<file path="config.mk">
export PLATFORM = sky130hd
export DESIGN_NAME = sha256_round_ctrl_flat
export DESIGN_NICKNAME = d
export VERILOG_FILES = /design/src/rtl/sha256_round_ctrl_if.sv /design/src/rtl/sha256_round_ctrl.sv /design/src/flat_wrapper.sv
export SDC_FILE = /design/constraint.sdc
export NUM_CORES = 2
export LEC_CHECK = 0
export CORE_MARGIN = 10
export CORE_UTILIZATION = 40
export DETAILED_ROUTE_END_ITERATION = 16
export DONT_BUFFER_PORTS = 1
export GPL_TIMING_DRIVEN = 0
export HOLD_SLACK_MARGIN = 0.15
export MAX_ROUTING_LAYER = met4
export PLACE_DENSITY = 0.66
export SLEW_MARGIN = 20
export SYNTH_ARGS = -nofsm -noshare
export SYNTH_HDL_FRONTEND = slang
export SYNTH_HIERARCHICAL = 1
export SYNTH_SLANG_ARGS = --single-unit
</file>
<file path="constraint.sdc">
create_clock -name clk -period 8.4 [get_ports clk]
set_input_delay 1.68 -clock clk [delete_from_list [all_inputs] [get_ports clk]]
set_output_delay 1.68 -clock clk [all_outputs]
set_load 0.05 [all_outputs]
</file>
<file path="src/rtl/sha256_round_ctrl_if.sv">
// sha256_round_ctrl_if
// Block-in / digest-out bundle for sha256_round_ctrl.
//   in_valid  : upstream has a block on in_block
//   in_ready  : controller can accept a block (IDLE only)
//   in_block  : 512-bit block, W0 in [511:480] .. W15 in [31:0]
//   in_first  : 1 = start from IV (only with SHA256_MULTIBLOCK_EN)
//   out_valid : one-cycle completion pulse
//   out_hash  : {H0..H7}, H0 in [255:224], held between completions
// Modports: master = block feeder / digest consumer, slave = controller.
// Optional feature macro: SHA256_MULTIBLOCK_EN (adds in_first).
interface sha256_round_ctrl_if;
  logic         in_valid;
  logic         in_ready;
  logic [511:0] in_block;
`ifdef SHA256_MULTIBLOCK_EN
  logic         in_first;
`endif
  logic         out_valid;
  logic [255:0] out_hash;

`ifdef SHA256_MULTIBLOCK_EN
  modport master (output in_valid, in_block, in_first,
                  input  in_ready, out_valid, out_hash);
  modport slave  (input  in_valid, in_block, in_first,
                  output in_ready, out_valid, out_hash);
`else
  modport master (output in_valid, in_block,
                  input  in_ready, out_valid, out_hash);
  modport slave  (input  in_valid, in_block,
                  output in_ready, out_valid, out_hash);
`endif
endinterface

</file>
<file path="src/rtl/sha256_round_ctrl.sv">
// sha256_round_ctrl
// Runs the 64-round SHA-256 compression of one 512-bit block and
// produces the 256-bit chaining value.
//   clk   : rising-edge clock
//   rst_n : synchronous active-low reset
//   bus   : sha256_round_ctrl_if.slave (block in, digest out)
// Optional feature macro: SHA256_MULTIBLOCK_EN -- when defined, in_first
// selects IV (1) or the previous chaining value (0) at acceptance;
// otherwise H is reloaded with IV for every block.
// Also contains func_t2: T2 = Sigma0(a) + Maj(a,b,c).

module func_t2 (
  input  logic [31:0] a_i,
  input  logic [31:0] b_i,
  input  logic [31:0] c_i,
  output logic [31:0] t2_o
);
  logic [31:0] sig0, maj;
  assign sig0 = {a_i[1:0], a_i[31:2]} ^ {a_i[12:0], a_i[31:13]} ^ {a_i[21:0], a_i[31:22]};
  assign maj  = (a_i & b_i) ^ (a_i & c_i) ^ (b_i & c_i);
  assign t2_o = sig0 + maj;
endmodule

module sha256_round_ctrl (
  input  logic                clk,
  input  logic                rst_n,
  sha256_round_ctrl_if.slave  bus
);
  typedef enum logic [1:0] {IDLE, ROUND, FINAL, DONE} state_t;

  localparam logic [31:0] IV [8] = '{
    32'h6a09e667, 32'hbb67ae85, 32'h3c6ef372, 32'ha54ff53a,
    32'h510e527f, 32'h9b05688c, 32'h1f83d9ab, 32'h5be0cd19};

  localparam logic [31:0] K [64] = '{
    32'h428a2f98, 32'h71374491, 32'hb5c0fbcf, 32'he9b5dba5, 32'h3956c25b, 32'h59f111f1, 32'h923f82a4, 32'hab1c5ed5,
    32'hd807aa98, 32'h12835b01, 32'h243185be, 32'h550c7dc3, 32'h72be5d74, 32'h80deb1fe, 32'h9bdc06a7, 32'hc19bf174,
    32'he49b69c1, 32'hefbe4786, 32'h0fc19dc6, 32'h240ca1cc, 32'h2de92c6f, 32'h4a7484aa, 32'h5cb0a9dc, 32'h76f988da,
    32'h983e5152, 32'ha831c66d, 32'hb00327c8, 32'hbf597fc7, 32'hc6e00bf3, 32'hd5a79147, 32'h06ca6351, 32'h14292967,
    32'h27b70a85, 32'h2e1b2138, 32'h4d2c6dfc, 32'h53380d13, 32'h650a7354, 32'h766a0abb, 32'h81c2c92e, 32'h92722c85,
    32'ha2bfe8a1, 32'ha81a664b, 32'hc24b8b70, 32'hc76c51a3, 32'hd192e819, 32'hd6990624, 32'hf40e3585, 32'h106aa070,
    32'h19a4c116, 32'h1e376c08, 32'h2748774c, 32'h34b0bcb5, 32'h391c0cb3, 32'h4ed8aa4a, 32'h5b9cca4f, 32'h682e6ff3,
    32'h748f82ee, 32'h78a5636f, 32'h84c87814, 32'h8cc70208, 32'h90befffa, 32'ha4506ceb, 32'hbef9a3f7, 32'hc67178f2};

  function automatic logic [31:0] rotr(input logic [31:0] x, input int unsigned n);
    return (x >> n) | (x << (32 - n));
  endfunction

  state_t       state_q, state_d;
  logic [5:0]   round_q;
  logic [31:0]  a_q, b_q, c_q, d_q, e_q, f_q, g_q, h_q;
  logic [31:0]  w_q  [16];
  logic [31:0]  hv_q [8];
  logic [255:0] hash_q;

  logic         accept;
  logic [31:0]  s1e, ch, t1, t2, s0w, s1w, w_new;
  logic [31:0]  init_h [8];
  logic [31:0]  wv     [8];
  logic [31:0]  sum    [8];

  assign accept        = bus.in_valid && (state_q == IDLE);
  assign bus.in_ready  = (state_q == IDLE);
  assign bus.out_valid = (state_q == DONE);
  assign bus.out_hash  = hash_q;

  func_t2 u_t2 (.a_i(a_q), .b_i(b_q), .c_i(c_q), .t2_o(t2));

  assign s1e = rotr(e_q, 6) ^ rotr(e_q, 11) ^ rotr(e_q, 25);
  assign ch  = (e_q & f_q) ^ (~e_q & g_q);
  assign t1  = h_q + s1e + ch + K[round_q] + w_q[0];

  // Window holds W[t]..W[t+15]; the appended word is W[t+16].
  assign s0w   = rotr(w_q[1], 7) ^ rotr(w_q[1], 18) ^ (w_q[1] >> 3);
  assign s1w   = rotr(w_q[14], 17) ^ rotr(w_q[14], 19) ^ (w_q[14] >> 10);
  assign w_new = s1w + w_q[9] + s0w + w_q[0];

  always_comb begin
    for (int unsigned i = 0; i < 8; i++) begin
`ifdef SHA256_MULTIBLOCK_EN
      init_h[i] = bus.in_first ? IV[i] : hv_q[i];
`else
      init_h[i] = IV[i];
`endif
    end
    wv = '{a_q, b_q, c_q, d_q, e_q, f_q, g_q, h_q};
    for (int unsigned i = 0; i < 8; i++) sum[i] = hv_q[i] + wv[i];
  end

  always_comb begin
    state_d = state_q;
    case (state_q)
      IDLE:    if (accept) state_d = ROUND;
      ROUND:   if (round_q == 6'd63) state_d = FINAL;
      FINAL:   state_d = DONE;
      DONE:    state_d = IDLE;
      default: state_d = IDLE;
    endcase
  end

  always_ff @(posedge clk) begin
    if (!rst_n) state_q <= IDLE;
    else        state_q <= state_d;
  end

  always_ff @(posedge clk) begin
    if (!rst_n) begin
      round_q <= '0;
      {a_q, b_q, c_q, d_q, e_q, f_q, g_q, h_q} <= '0;
      for (int unsigned i = 0; i < 16; i++) w_q[i] <= '0;
      for (int unsigned i = 0; i < 8; i++) hv_q[i] <= IV[i];
      hash_q <= '0;
    end else begin
      case (state_q)
        IDLE: if (accept) begin
          for (int unsigned i = 0; i < 16; i++) w_q[i] <= bus.in_block[32*(15-i) +: 32];
          for (int unsigned i = 0; i < 8; i++) hv_q[i] <= init_h[i];
          {a_q, b_q, c_q, d_q, e_q, f_q, g_q, h_q} <=
            {init_h[0], init_h[1], init_h[2], init_h[3],
             init_h[4], init_h[5], init_h[6], init_h[7]};
          round_q <= '0;
        end
        ROUND: begin
          for (int unsigned i = 0; i < 15; i++) w_q[i] <= w_q[i+1];
          w_q[15] <= w_new;
          h_q <= g_q;
          g_q <= f_q;
          f_q <= e_q;
          e_q <= d_q + t1;
          d_q <= c_q;
          c_q <= b_q;
          b_q <= a_q;
          a_q <= t1 + t2;
          round_q <= round_q + 6'd1;
        end
        FINAL: begin
          for (int unsigned i = 0; i < 8; i++) hv_q[i] <= sum[i];
          hash_q <= {sum[0], sum[1], sum[2], sum[3], sum[4], sum[5], sum[6], sum[7]};
        end
        default: ;
      endcase
    end
  end
endmodule

</file>
<file path="src/flat_wrapper.sv">
// flat-port wrapper written by rule: the top's interface ports become plain ports
module sha256_round_ctrl_flat 
  (clk, rst_n, bus_in_valid, bus_in_block, bus_in_ready, bus_out_valid, bus_out_hash);
  sha256_round_ctrl_if bus_i ();
  input  logic clk;
  input  logic rst_n;
  input wire logic [$bits(bus_i.in_valid)-1:0] bus_in_valid;
  input wire logic [$bits(bus_i.in_block)-1:0] bus_in_block;
  output wire logic [$bits(bus_i.in_ready)-1:0] bus_in_ready;
  output wire logic [$bits(bus_i.out_valid)-1:0] bus_out_valid;
  output wire logic [$bits(bus_i.out_hash)-1:0] bus_out_hash;
  assign bus_i.in_valid = bus_in_valid;
  assign bus_i.in_block = bus_in_block;
  assign bus_in_ready = bus_i.in_ready;
  assign bus_out_valid = bus_i.out_valid;
  assign bus_out_hash = bus_i.out_hash;
  sha256_round_ctrl u_core (.clk(clk), .rst_n(rst_n), .bus(bus_i));
endmodule
</file>
==> metrics.md <==
| Metric | Value |
|---|---|
| Status | finished clean |
| Wire length on met1 | about 130 mm |
| Avg WL per Cell | approximately 33 um |
| WP data required | 9.14 ns |
| Slew Limit Headroom | around 17% |
| Die area | approximately 0.21 mm2 |
| Share of layout cells above drive strength 1 | ~6.3% |
| Worst reg2reg endpoint | u_core/a_q[31] |
| Commonest non-fill, non-tap cell in the layout | nand2_1 |
| Min Tclk post-route | 8.19 ns |
| Endpoint type of the worst setup path | flop |
| HPWL after DPL | approximately 290 mm |
| Detailed-route via count | 66600 |
| Final antenna-violating net count | 0 |
| Root Driver | clkbuf_16 |
| Ports | between 700 and 800 |
| Initial antenna violation count | just under 90 |
| Synth cell types | about 110 |
| Syn Nets | 9099 |
| Crit path max fanout | 10 |
| CTS tree | done |
| Hold Fails Final Rpt | 0 |
| Critical path's largest stage delay | 0.59 ns |
| Clk Latency, worst-skew pair | slightly above 0.8 ns |
| Initial core utilization | roughly two fifths |
| DRT Pass-1 Iters | 6 |
| Post-route DRC violation count | 0 |
| Worst setup path startpoint | u_core/round_q[2] |
| Most frequent cells in the layout | 953 x nand2_1, 776 x nor2_1, 736 x edfxtp_1 |
| Flops & latches, synth | about 1300 |
| Cell family with most CP delay | compound AO/OA/AOI/OAI gates |
| Syn Area/Cell | around 9.6 um2 |
| Worst-Margin Slew | approximately 1.2 ns |
| Seq/Total Area, Yosys | between 40% and 50% |
| Startpoint Class | flop |
| Worst Hold Class | reg2reg |
| TritonCTS buffer count | approximately 150 |
| Hold Buf Count CTS | 0 |
| Slew Limit Fails | 0 |
| Worst R2R Path Depth | 31 |
| Met2 WL | roughly 170 mm |
| Yosys warns | 6 |
| Ys async rst share | 0% |
| Clk_skew | 0.0323 ns |
| First-pass GRT wire length | a little under 500 mm |
| Total global-route track usage | 33.3% |
| Post-synthesis compound-gate area fraction | between 10% and 20% |
| Slowest CP cell | fa_1 |
| Mapped Cells | approximately 8000 |
| P&R area growth vs syn | 12.4% |
| CP arrival | 8.93 ns |
| Top Layer Used | met4 |
| Final core occ | around 45% |
| Hold Path Cell Cnt | 2 |
| # port buffers | 0 |
| Die height | roughly 460 um |
| WP buf/inv | 6 |
| Post-Synth Simple-Gate Area | between 10% and 20% |
| Placed cells | around 11000 |
| Clk slew on worst S/H paths | about 0.060 ns |
| Iter 0 DRT Violations | ~7700 |
| Largest net degree at the start of global routing | 59 |
| Die Width | around 460 um |
| Total grt overflow | 0 |
| Clock tree buffer depth | 3 |
| Final setup violating endpoints | 0 |
| Vias in the first global route | around 63000 |
| Post-route insts no fill | 10900 |
| Most frequent CP cell | o21ai_1 |
| Final nets | around 9300 |
| Num rows | 160 |
| Synth Area in XOR/XNOR | roughly 6.6% |
| Post-synth EDFFs | 736 |
| Global placer's final weighted congestion | 1.05 |
| Most used DFF post-synth | edfxtp_1 |
| RSZ-0062 raised after global routing | true |
| Area share of fa/ha/maj cells after synthesis | 11.7% |
| Largest family of logic cells by synthesized area | compound AO/OA/AOI/OAI gates |
| # Max-Cap Violations | 0 |
| Worst r2r src | u_core/round_q[2] |
| Wire length on met3 | 36.1 mm |
| Final worst path period share | 97.5% |
| Critical path class | reg2reg |
| Via-to-Cell Ratio | around 6.1 |
| Min-Delay Startpoint | u_core/hv_q[0][26] |
| Cell Area, Synth | about 0.077 mm2 |
| Mux cell area share after synthesis | under 10% |
| Core Area | 0.191 mm2 |
| WL final | around 360 mm |
| Hold EP | u_core/hv_q[0][26] |
| FF-to-FF setup slack | 0.21 ns |
| # clock sinks | 1288 |
| Fmax | ~0.12 GHz |
| CTS H-Tree Depth | 4 |
## tightest hold or removal path: stages (launching register included)
cell and delay, ns:
dfxtp_1 0.31, nand2_1 0.05, a21oi_1 0.05
## stage by stage
step,hold slack [ns],TNS [ns],worst slack [ns],area [um2]
after CTS,0.460,0,0.00402,86000
after floorplan,0.436,0,0.386,76900
after global routing,0.474,-0.0443,-0.0360,86400
after global placement,0.447,-1569.98,-3.68,80000
final,0.461,0,0.208,86400
after detailed placement,0.453,-47.08,-1.83,80900
## logic make-up (layout without fill, tap and decap cells)
group | count (synthesis) | after routing
xor gates and xnor gates | 576 | 576
DFF | 1288 | 1288
and+or+nand+nor | 2542 | 2542
other | 0 | 77
AOI/OAI and AO/OA | 1990 | 1990
adders and majority gates | 626 | 626
muxes | 253 | 253
buffers and inverters | 715 | 1021
## cell usage after synthesis (all sizes together), types with 271 or more instances
library cell | n | area share, %
inv | 271 | 1.3
dfxtp | 552 | 14
clkbuf | 375 | 1.8
a21o | 286 | 2.8
edfxtp | 736 | 29
nand2 | 961 | 4.7
nand3 | 325 | 2.1
xnor2 | 420 | 4.8
a21oi | 478 | 3.1
nor2 | 784 | 3.8
ha | 429 | 7.0
o21ai | 389 | 2.5
## registers in the layout, summed over array words and instances, names as in the netlist
| signal | count |
|---|---|
| u_core/w_q | 512 |
| u_core/bus.out_hash | 256 |
| u_core/hv_q | 256 |
| u_core/a_q | 32 |
| u_core/b_q | 32 |
| u_core/c_q | 32 |
| u_core/d_q | 32 |
| u_core/e_q | 32 |
| u_core/f_q | 32 |
| u_core/g_q | 32 |
| u_core/h_q | 32 |
| u_core/round_q | 6 |
| u_core/state_q | 2 |
## how the worst max path moves through the flow
stage	end	slack, ns	cells past startpoint
floorplan	u_core/w_q[0][100]	0.39	6
global placement	u_core/w_q[0][68]	-3.68	6
detailed placement	u_core/e_q[29]	-1.83	37
CTS	u_core/e_q[31]	0.004	32
global route	u_core/a_q[31]	-0.04	35
finish	u_core/a_q[31]	0.21	31
## repair_timing
item / CTS / global route
buffers inserted: 2 / 2
pin swaps: 3 / 7
endpoints found under the setup margin: 46 / 24
gates resized for setup: 73 / 75
## routing by layer
metal | vias to the layer above | track usage, %
met4 | 0 | 20.9
met5 | - | -
met1 | 32600 | 36.8
met2 | 3841 | 53.1
li1 | 29200 | -
met3 | 960 | 9.61
## final cells by class
type | instances | area, um2
clock buffers | 201 | 4170
clock inverters | 74 | 758
flip-flops and latches | 1288 | 33200
plain buffers | 437 | 1860
repair buffers | 36 | 776
fillers | 18100 | 104000
multi-input cells | 5987 | 41300
inverters | 273 | 1030
well taps | 2511 | 3140
diodes | 77 | 193
Power is left out: the tool's default activity adds up to more than one toggle a clock period on the data nets, which glitch-free logic cannot reach.
